==> config.mk <==
export PLATFORM = sky130hd
export DESIGN_NAME = pc_ctrl
export DESIGN_NICKNAME = d
export VERILOG_FILES = /design/src/rtl/pc_ctrl_pkg.sv /design/src/rtl/pc_ctrl_ras_stack.sv /design/src/rtl/pc_ctrl.sv
export SDC_FILE = /design/constraint.sdc
export NUM_CORES = 1
export LEC_CHECK = 0
export ABC_AREA = 1
export CORE_AREA = 2 2 233 235
export DETAILED_ROUTE_END_ITERATION = 10
export DIE_AREA = 0 0 235 237
export PLACE_DENSITY = 0.75
export SLEW_MARGIN = 10
export SYNTH_ARGS = -nofsm -noshare
export SYNTH_HDL_FRONTEND = slang
export SYNTH_SLANG_ARGS = --single-unit
==> constraint.sdc <==
create_clock -name clk_i -period 6.1 [get_ports clk_i]
set_clock_uncertainty 0.1 [all_clocks]
set_input_delay 1.22 -clock clk_i [delete_from_list [all_inputs] [get_ports clk_i]]
set_output_delay 1.22 -clock clk_i [all_outputs]
set_load 0.01 [all_outputs]
==> src/rtl/pc_ctrl_pkg.sv <==
// Shared instruction-code definitions for the PC control slice.
// Every file that decodes icodes imports these constants.
package pc_ctrl_pkg;

  typedef logic [3:0] icode_t;

  localparam icode_t ICODE_HALT = 4'h0;
  localparam icode_t ICODE_NOP  = 4'h1;
  localparam icode_t ICODE_JXX  = 4'h7;
  localparam icode_t ICODE_CALL = 4'h8;
  localparam icode_t ICODE_RET  = 4'h9;

endpackage

==> src/rtl/pc_ctrl_ras_stack.sv <==
// Circular return-address stack with a saturating occupancy count.
// At full, a push overwrites the oldest entry and sets a sticky overflow flag.
module ras_stack #(
  parameter int ADDR_W = 64,
  parameter int DEPTH  = 8
) (
  input  logic              clk,
  input  logic              rst,
  input  logic              push,
  input  logic              pop,
  input  logic [ADDR_W-1:0] push_data,
  output logic [ADDR_W-1:0] top,
  output logic              valid,
  output logic              ovf,
  output logic              unf
);

  localparam int PTR_W = $clog2(DEPTH);
  localparam int CNT_W = PTR_W + 1;
  localparam logic [CNT_W-1:0] FULL = CNT_W'(DEPTH);

  logic [ADDR_W-1:0] mem [DEPTH];
  logic [PTR_W-1:0]  ptr_reg;
  logic [CNT_W-1:0]  count_reg;
  logic              ovf_reg;
  logic              unf_reg;
  logic [PTR_W-1:0]  top_idx;

  // Storage is deliberately not reset; a zero count hides stale entries.
  always_ff @(posedge clk) begin
    if (push) begin
      mem[ptr_reg] <= push_data;
    end
  end

  always_ff @(posedge clk or posedge rst) begin
    if (rst) begin
      ptr_reg   <= '0;
      count_reg <= '0;
      ovf_reg   <= 1'b0;
      unf_reg   <= 1'b0;
    end else if (push) begin
      ptr_reg <= ptr_reg + PTR_W'(1);
      if (count_reg == FULL) begin
        ovf_reg <= 1'b1;
      end else begin
        count_reg <= count_reg + CNT_W'(1);
      end
    end else if (pop) begin
      if (count_reg == '0) begin
        unf_reg <= 1'b1;
      end else begin
        count_reg <= count_reg - CNT_W'(1);
        ptr_reg   <= ptr_reg - PTR_W'(1);
      end
    end
  end

  assign top_idx = ptr_reg - PTR_W'(1);
  assign valid   = (count_reg != '0);
  assign top     = valid ? mem[top_idx] : '0;
  assign ovf     = ovf_reg;
  assign unf     = unf_reg;

endmodule

==> src/rtl/pc_ctrl.sv <==
// Program-counter register, next-PC selection and halt latch, with a
// return-address stack predicting RET targets and flagging mispredictions.
module pc_ctrl
  import pc_ctrl_pkg::*;
#(
  parameter int              ADDR_W    = 64,
  parameter int              RAS_DEPTH = 8,
  parameter logic [ADDR_W-1:0] RESET_PC = '0
) (
  input  logic              clk_i,
  input  logic              rst_i,
  input  logic              en_i,
  input  logic [3:0]        icode_i,
  input  logic              cnd_i,
  input  logic [ADDR_W-1:0] valc_i,
  input  logic [ADDR_W-1:0] valm_i,
  input  logic [ADDR_W-1:0] valp_i,
  output logic [ADDR_W-1:0] pc_o,
  output logic              halted_o,
  output logic [ADDR_W-1:0] ras_top_o,
  output logic              ras_valid_o,
  output logic              ras_mispredict_o,
  output logic              ras_ovf_o,
  output logic              ras_unf_o
);

  logic [ADDR_W-1:0] pc_reg;
  logic [ADDR_W-1:0] pc_next;
  logic              halted_reg;
  logic              halted_next;
  logic              mispredict_reg;
  logic              mispredict_next;
  logic              active;
  logic              push;
  logic              pop;

  assign active = en_i && !halted_reg;
  assign push   = active && (icode_i == ICODE_CALL);
  assign pop    = active && (icode_i == ICODE_RET);

  ras_stack #(
    .ADDR_W (ADDR_W),
    .DEPTH  (RAS_DEPTH)
  ) u_ras (
    .clk       (clk_i),
    .rst       (rst_i),
    .push      (push),
    .pop       (pop),
    .push_data (valp_i),
    .top       (ras_top_o),
    .valid     (ras_valid_o),
    .ovf       (ras_ovf_o),
    .unf       (ras_unf_o)
  );

  always_ff @(posedge clk_i or posedge rst_i) begin
    if (rst_i) begin
      pc_reg         <= RESET_PC;
      halted_reg     <= 1'b0;
      mispredict_reg <= 1'b0;
    end else begin
      pc_reg         <= pc_next;
      halted_reg     <= halted_next;
      mispredict_reg <= mispredict_next;
    end
  end

  always_comb begin
    pc_next         = pc_reg;
    halted_next     = halted_reg;
    mispredict_next = 1'b0;
    if (active) begin
      pc_next = valp_i;
      case (icode_i)
        ICODE_JXX:  pc_next = cnd_i ? valc_i : valp_i;
        ICODE_CALL: pc_next = valc_i;
        ICODE_RET:  pc_next = valm_i;
        default:    pc_next = valp_i;
      endcase
      if (icode_i == ICODE_HALT) begin
        halted_next = 1'b1;
      end
      // An empty stack has no prediction, which always counts as a miss.
      if (pop) begin
        mispredict_next = !ras_valid_o || (ras_top_o != valm_i);
      end
    end
  end

  always_comb begin
    pc_o             = pc_reg;
    halted_o         = halted_reg;
    ras_mispredict_o = mispredict_reg;
  end

endmodule
After elaboration in Yosys (flattened, before gate mapping)

Memory sizes are Yosys's and may differ from the RTL's.
Index checks and enable logic that the tools add are counted.

Equal/unequal tests: 7
Add/subtract/negate cells: 4
Reductions and logical operators: 15
Mux-type cells: 14
Bitwise gates (word level): 1

Operators with widths:

| cell                | number |
|---|---|
| $pmux 64 s3         | 1 |
| $mux 64             | 2 |
| $ne 64x64->1        | 1 |
| $mux 4              | 4 |
| $eq 4x4->1 const B  | 3 |
| $mux 3              | 3 |
| $logic_not 4->1     | 2 |
| $reduce_and 2->1    | 3 |
| $reduce_and 3->1    | 2 |
| $add 4x1->4 const B | 1 |
| $eq 4x3->1 const B  | 1 |
| $mux 1              | 4 |
| $ne 2x2->1 const B  | 2 |
| $reduce_bool 4->1   | 1 |
| $sub 4x1->4 const B | 1 |
| $add 3x1->3 const B | 1 |
| $logic_and 1x1->1   | 3 |
| $sub 3x1->3 const B | 1 |
| $logic_not 1->1     | 2 |
| $reduce_bool 2->1   | 1 |
| $logic_or 1x1->1    | 1 |
| $not 1->1           | 1 |

Bits of input ports: 200
Register bits: 75
RAM bits: 512
Word-level logic and storage cells: 49
Memories: 1

Memory list:

| memory    | depth | width | rd ports | clocked after memory_dff | wr ports | RTL line                | source |
|---|---|---|---|---|---|---|---|
| u_ras.mem | 8     | 64    | 1        | 0                        | 1        | pc_ctrl_ras_stack.sv:22 | `logic [ADDR_W-1:0] mem [DEPTH];` |

Logic depth before layout (Yosys ltp)

An unclocked memory read counts as a cell.

Word-level depth: 7
Gate-level depth with buffers: 21
Depth with buffers taken out: 15

Cells and area by module

A second synthesis with hierarchy kept.

Cells, all modules: 2,551
Area, all modules: 26,080.0 um^2

Modules (own cells, without submodules):

| module    | instances | cells an instance | area an instance (um^2) |
|---|---|---|---|
| ras_stack | 1         | 1,817             | 21,150.3 |
| pc_ctrl   | 1         | 734               | 4,929.7 |

Worst setup path before layout

Ideal clock, no wire load.

Kind: input to register
Start point: in icode_i[1]
End point: mem u_ras.mem[4][0], enable pin
Setup slack: -999 ps
Setup time: 565 ps
Buffers on the path: 0
Arrival time: 6,434 ps
Stages on the path: 7
Cells stage by stage: nor2_1 > nand2_1 > nor2_1 > inv_1 > nor2_1 > nand2_1 > nor3_1

Longest elaborated chain between the ends: 4

Ends and longest elaborated chain:

| element                      | RTL line                | source |
|---|---|---|
| start: declaration           | pc_ctrl.sv:13           | `input logic [3:0] icode_i,` |
| $eq 4x4->1                   | pc_ctrl.sv:38           | `assign push = active && (icode_i == ICODE_CALL);` |
| $logic_and 1x1->1            | pc_ctrl.sv:38           |  |
| $mux 1                       | pc_ctrl_ras_stack.sv:31 | `if (push) begin` |
| $mux 1 (not written as such) | pc_ctrl_ras_stack.sv:32 | `mem[ptr_reg] <= push_data;` |
| end: declaration             | pc_ctrl_ras_stack.sv:22 |  |

Every way passes these cells.

Final worst setup path

Start point: reg u_ras.ptr_reg[0]
End point: out ras_top_o[7]

Longest elaborated chain between the ends: 3

Ends and longest elaborated chain:

| element                  | RTL line                | source |
|---|---|---|
| start: declaration       | pc_ctrl_ras_stack.sv:23 | `logic [PTR_W-1:0] ptr_reg;` |
| start signal: assignment | pc_ctrl_ras_stack.sv:43 | `ptr_reg <= ptr_reg + PTR_W'(1);` |
| start signal: assignment | pc_ctrl_ras_stack.sv:54 | `ptr_reg <= ptr_reg - PTR_W'(1);` |
| $sub 3x1->3              | pc_ctrl_ras_stack.sv:59 | `assign top_idx = ptr_reg - PTR_W'(1);` |
| $mem_v2 8x64             | n/a                     |  |
| $mux 64                  | pc_ctrl_ras_stack.sv:61 | `assign top = valid ? mem[top_idx] : '0;` |
| end: declaration         | pc_ctrl.sv:20           | `output logic [ADDR_W-1:0] ras_top_o,` |

Every way passes these cells.

==> impl_metrics.py <==
metrics = {
    "detailed_routing": {
        "num_vias": 20800,
        "drtIter0Drc": 2155,
        "firstDrtPassIters": 5,
        "drc": 0,
        "final_routed_wirelength_um": 78800,
        "vias_per_cell": 5.67,
        "wl_per_cell_um": 21.5,
        "antenna_violating_nets_post_route": 0,
    },
    "sta": {
        "finalMaxSlewViolations": 0,
        "final-hold-violation-count": 0,
        "final.hold.worst_slack_ns": 0.371,
        "layout_min_cycle_time_ns": 5.42,
        "finalSetupViolations": 0,
        "grt_setup_unrepaired": "false",
        "worst_slew_margin_rel": 0.210,
        "actual_transition_at_the_worst_max_transition_pin_ns": 1.19,
        "fmax_ghz": 0.184,
        "min_period_over_period": 0.889,
    },
    "logic_synthesis": {
        "ys_warn_count": 0,
        "cells_after_synthesis": 2656,
        "synth_top_cell_area_share": 0.583,
        "synth_area_leader_cell": "edfxtp_1",
        "synth-seq-area-share": 0.654,
        "synthesis.nets": 2861,
        "post_synth.cell_area_avg_sq_um": 9.93,
        "synthesis.area_sq_mm": 0.0264,
        "synth.distinct_cells": 33,
        "postSynthRegisterBits": 587,
        "netlist_top_cells_area": "edfxtp_1 58%, nand2_1 10%, dfrtp_1 7.1%",
    },
    "floorplan": {
        "die_y_um": 237,
        "die_area_sq_mm": 0.0557,
        "chipWidth_um": 235,
        "start_util": 0.495,
        "row_count": 85,
        "top_level_ports": 333,
        "core_area_sq_mm": 0.0533,
    },
    "outcome": {
        "status": "finished, final reports clean",
    },
    "cells_and_area": {
        "finalCoreUtilization": 0.604,
        "areaGrowthSynthToFinish_pct": 22.0,
        "multiInputGateArea_sq_mm": 0.00753,
        "ff_latch_area_sq_mm": 0.0173,
        "layout.filler_cells": 4171,
        "layout-drive-gt1-share": 0.0504,
        "numnets_final": 3133,
        "largest_reg_flops": 512,
    },
    "power_and_ir_drop": {
        "seq_power_share": 0.526,
        "power.ir.vdd_worst_mv": 0.237,
        "power_density_mw_per_mm2": 258,
        "power.switching_w": 0.00169,
        "cellInternalPower_w": 0.00661,
        "switching_share": 0.204,
        "power.share.combinational": 0.039,
        "leakage_nw": 12.7,
        "p_clk_frac": 0.435,
    },
    "setup_path": {
        "critical_path.cell_chain": "buf_4 -> buf_4 -> nor2_1 -> nor2_1 -> o21ai_0 -> nand3_1 -> nand3_1 -> inv_1 -> clkdlybuf4s50_1",
        "reg2reg_from": "u_ras.ptr_reg[0]",
        "critPathCaptureType": "output port",
        "crit_path_top_delay_cell": "buf_4",
        "worst_setup_path_start_kind": "register",
        "critPathArrivalTime_ns": 4.10,
        "slowest_delay_ns": 0.82,
        "worstPathMaxFanout": 85,
        "path_type_of_the_worst_setup_path": "register to output port",
        "worst_r2r_path_depth": 14,
        "rr_endpoint": "ras_mispredict_o",
        "reg2reg_slack_ns": 2.05,
        "critPathRequiredTime_ns": 4.78,
    },
    "clock_network": {
        "cts_setup_buffers": 0,
        "clk_latency_ns": 0.63,
        "ctsHoldBuffers": 0,
        "cts-root-buf": "clkbuf_16",
        "cts-buffers-inserted": 58,
        "postCtsResizedCells": 0,
        "tritoncts": "built",
        "cts.clk_slew.worst_paths_ns": 0.06,
        "clock_tree.buffer_depth": 3,
        "ctsHtreeMaxLevel": 2,
        "clock-sinks": 587,
    },
    "min_path": {
        "min_from": "u_ras.ovf",
        "min_delay_worst_endpoint": "u_ras.ovf",
        "timing.hold.worst_path_depth": 2,
        "worstHoldPathType": "register to register",
    },
    "global_route": {
        "vias_in_the_first_global_route": 20300,
        "grt_util_all_layers": 0.278,
        "grt_start_max_net_pins": 256,
        "globalRoute.totalOverflow": 0,
        "wire_length_of_the_first_global_routing_pass_um": 119000,
        "antenna_found_initial": 5,
    },
    "flow_run": {
        "maxCapViolCount": 0,
    },
    "placed_design": {
        "i_o_buffers": 332,
        "routabilityCongestion": 0.852,
        "post-dp-hpwl_um": 47500,
    },
}
[cells in the mapped netlist]
cell type	n
inv_4	1
clkbuf_1	74
a21o_1	1
xor2_1	2
buf_2	55
nand2_1	710
a311oi_1	1
a41oi_1	63
buf_4	3
a31oi_1	2
dfrtp_1	75
nand4_1	66
a221oi_1	1
buf_8	1
buf_1	10
edfxtp_1	512
buf_6	10
o21ai_0	120
clkbuf_2	1
o211ai_1	4
o21ai_1	6
mux2_2	1
a21oi_1	3
nor3_1	7
nand3_1	307
ha_1	4
clkinv_1	1
o21bai_1	1
inv_1	247
nor2_1	361
fa_1	1
xnor2_1	4
xor2_2	1
[power by group through the flow]
stage	clock network, W	registers, W	logic [W]
after floorplan	0	0.00445	0.0000720
after global placement	0	0.00445	0.000316
after detailed placement	0	0.00445	0.000323
after CTS	0.00365	0.00437	0.000325
after global routing	0.00382	0.00436	0.000350
final	0.00361	0.00437	0.000327
[cell type report]
type                       count  area share
antenna                        1   0.0000778
inverter                     249      0.0294
tap                          696      0.0271
clock inverter                30     0.00910
multi-input combinational   1666       0.234
timing repair buffer         366       0.112
sequential                   587       0.536
clock buffer                  79      0.0513
[placed cells by master (no fill, tap or decap), drive strengths merged]
| master | n |
|---|---|
| a21o | 1 |
| clkinvlp | 2 |
| xnor2 | 4 |
| ha | 4 |
| buf | 34 |
| nand2 | 710 |
| o211ai | 4 |
| mux2 | 1 |
| clkdlybuf4s50 | 332 |
| inv | 251 |
| a311oi | 1 |
| a41oi | 63 |
| o21ai | 126 |
| fa | 1 |
| bufinv | 5 |
| o21bai | 1 |
| clkinv | 21 |
| a221oi | 1 |
| nor3 | 7 |
| nor2 | 361 |
| edfxtp | 512 |
| clkbuf | 79 |
| nand4 | 66 |
| a31oi | 2 |
| nand3 | 307 |
| diode | 1 |
| dfrtp | 75 |
| a21oi | 3 |
| xor2 | 3 |
[layer usage]
layer  GRT usage  part of all wire  vias up
met5           0           0.00070        -
met4       0.132             0.045        8
met3      0.0628              0.10      198
met2       0.443              0.47     1127
met1       0.363              0.38    10000
li1            -                 -     9504
[worst max-delay path, delay by kind of cell, from the launching register on]
| kind | cells | cell delay (ns) |
|---|---|---|
| buf+inv | 4 | 2.30 |
| compound gates | 1 | 0.12 |
| simple gates | 4 | 0.54 |
| flops | 1 | 0.44 |
[per-stage QoR]
step	setup TNS, ns	power [W]	setup slack (ns)	std cells	cell area, sq um
global route	0	0.00853	0.508	3673	32200
CTS	0	0.00834	0.719	3673	32200
global placement	0	0.00477	1.44	3564	30200
detailed placement	0	0.00477	1.38	3564	30200
finish	0	0.00830	0.676	3674	32200
floorplan	-383.45	0.00452	-0.999	2656	26400
[worst max-delay path by stage]
stage,from,end,cells past startpoint,slack (ns)
6_report,u_ras.ptr_reg[0],ras_top_o[7],9,0.68
5_1_grt,u_ras.ptr_reg[0],ras_top_o[7],9,0.51
4_1_cts,u_ras.ptr_reg[0],ras_top_o[7],9,0.72
3_5_place_dp,u_ras.ptr_reg[0],ras_top_o[7],9,1.38
3_3_place_gp,u_ras.ptr_reg[0],ras_top_o[7],9,1.44
2_1_floorplan,icode_i[1],u_ras.mem[4][0],7,-1.0
[cell families after synthesis]
group | count (synthesis) | synth area share
muxes | 1 | 0.000427
and+or+nand+nor | 1451 | 0.228
AOI/OAI and AO/OA | 202 | 0.0483
adders and majority gates | 5 | 0.00266
DFF | 587 | 0.654
xor gates and xnor gates | 7 | 0.00261
buffers and inverters | 403 | 0.0638
(Power assumes the default switching activity.)
==> RTL edit, RTL diff (config.mk and constraints unchanged) <==
Make the reset (`rst` and `rst_i`) synchronous in 2 clocked blocks.
--- a/src/rtl/pc_ctrl_ras_stack.sv
+++ b/src/rtl/pc_ctrl_ras_stack.sv
@@ -33,7 +33,7 @@
     end
   end
 
-  always_ff @(posedge clk or posedge rst) begin
+  always_ff @(posedge clk) begin
     if (rst) begin
       ptr_reg   <= '0;
       count_reg <= '0;
--- a/src/rtl/pc_ctrl.sv
+++ b/src/rtl/pc_ctrl.sv
@@ -53,7 +53,7 @@
     .unf       (ras_unf_o)
   );
 
-  always_ff @(posedge clk_i or posedge rst_i) begin
+  always_ff @(posedge clk_i) begin
     if (rst_i) begin
       pc_reg         <= RESET_PC;
       halted_reg     <= 1'b0;
Formal check against the unedited RTL: differs if rst_i is asserted again (counterexample within 4 cycles, from zero or initial values and one cycle with rst_i high); with rst_i held inactive, the same outputs for 4 cycles.
==> RTL edit against the unedited design <==
Register-to-register slack better by 600 ps. Area after synthesis shrank 1.2%. Worst hold slack better by 67 ps. Fmax up 9.1%. Cell area down 0.58%. Worst setup slack improved by 450 ps. Sequential cell count did not move. Sequential share of layout area is 0.86 points lower. First-iteration DRC count grew 23%. Wire length is 4.6% higher.
Power is not compared: it rests on default switching activity, and its combinational part moved more than twofold at a synthesized area within 25%.
==> RTL edit: results (changes against the unedited design) <==
{| class="wikitable"
! Metric !! Value
|-
| Via count of the first global-routing pass || 20,705 (+2.1%)
|-
| Ratio of final minimum period to clock period || 81.5% (-7.4 points)
|-
| Cell variety after synth || 27 (-18%)
|-
| Hold wc startpoint || u_ras.count_reg[0]
|-
| Post-synth top cells || sky130_fd_sc_hd__nand2_1, sky130_fd_sc_hd__edfxtp_1, sky130_fd_sc_hd__nand3_1
|-
| Hold Worst Slack || 438 ps (+66.5 ps)
|-
| Met1 usage || 38.0% (+1.8 points)
|-
| Register-to-register path setup slack || 2650 ps (+600 ps)
|-
| Wire length of the first global-routing pass || 123,000 um (+3.5%)
|-
| Top area cells in the synthesized netlist || sky130_fd_sc_hd__edfxtp_1, sky130_fd_sc_hd__nand2_1, sky130_fd_sc_hd__nand3_1
|-
| Count of TritonRoute iterations in the first routing pass || 8 (+3)
|-
| Total wirelength of the detailed-routed design || 82,500 um (+4.6%)
|-
| Num CTS Buffers || 59 (+1.7%)
|-
| Met3 Resource Use GR || 6.76% (+0.48 points)
|-
| Post-detailed-placement half-perimeter wirelength || 49,500 um (+4.2%)
|-
| Slowest cell on the critical path || sky130_fd_sc_hd__buf_12
|-
| Number of cells after detailed placement || 3,569 (+0.14%)
|-
| Source of the worst register-to-register timing path || u_ras.ptr_reg[1]
|-
| Routed wl met3 || 10,100 um (+23%)
|-
| Start point of the critical path || u_ras.ptr_reg[1]
|-
| Met1 Wirelength || 30,700 um (+1.9%)
|-
| Post-placement cell area || 0.0300 mm2 (-0.77%)
|-
| Via count normalized by instance count || 5.81 (+2.3%)
|-
| Proportion of layout cells with a drive suffix above 1 || 4.83% (-0.21 points)
|-
| GRT Util Overall || 29.0% (+1.3 points)
|-
| Run status || finished clean
|-
| Initial antenna violation count || 9 (+4)
|-
| Slew at the pin closest to its max-slew limit || 1260 ps (+75.6 ps)
|}
RTL edit: cell types whose count changed after synthesis, sizes merged, moves of 2 or more:
| cell | before | now |
|---|---|---|
| buf | 79 | 67 |
| dfrtp | 75 | 0 |
| a21oi | 3 | 10 |
| dfxtp | 0 | 75 |
| xor2 | 3 | 1 |
| nor2 | 361 | 305 |
| clkbuf | 75 | 93 |
| o21ai | 126 | 195 |
| nand2 | 710 | 702 |
RTL edit: cell type report:
| class | count | area, um2 |
|---|---|---|
| diodes | 5 | 12.5 |
| fillers | 4199 | 21300 |
| well taps | 696 | 871 |
| clock inverters | 23 | 251 |
| clock buffers | 86 | 1730 |
| inverters | 249 | 945 |
| multi-input cells | 1674 | 7650 |
| repair buffers | 363 | 3640 |
| flip-flops and latches | 587 | 16900 |
RTL edit: power breakdown:
group	leakage [nW]	switching, mW	internal (mW)
combinational	6.25	0.489	0.331
clock	0.976	1.52	2.17
sequential	5.22	0.0281	4.40
RTL edit: critical path, delay by kind of cell (launching register included):
kind	cells	cell delay (ps)
adders and majority gates	1	340
and+or+nand+nor	1	150
AOI/OAI and AO/OA	2	430
buffers and inverters	4	1540
DFF	1	530
RTL edit: cells by family (layout without fill, tap and decap cells):
kind of cell    Yosys count  in the layout  share of synthesized area, %
simple gates           1388           1388                          22.2
flops                   587            587                          64.8
buf+inv                 409            721                          6.28
compound gates          277            277                          6.30
fa+ha+maj                 5              5                         0.269
xor+xnor                  4              4                         0.163
other cells               0              5                             0
RTL edit: worst paths after layout:
check / endpoint / cells after the start
max reg2reg: ras_mispredict_o / 14
min: u_ras.count_reg[0] / 1
max: ras_top_o[7] / 8
min reg2reg: u_ras.count_reg[0] / 1
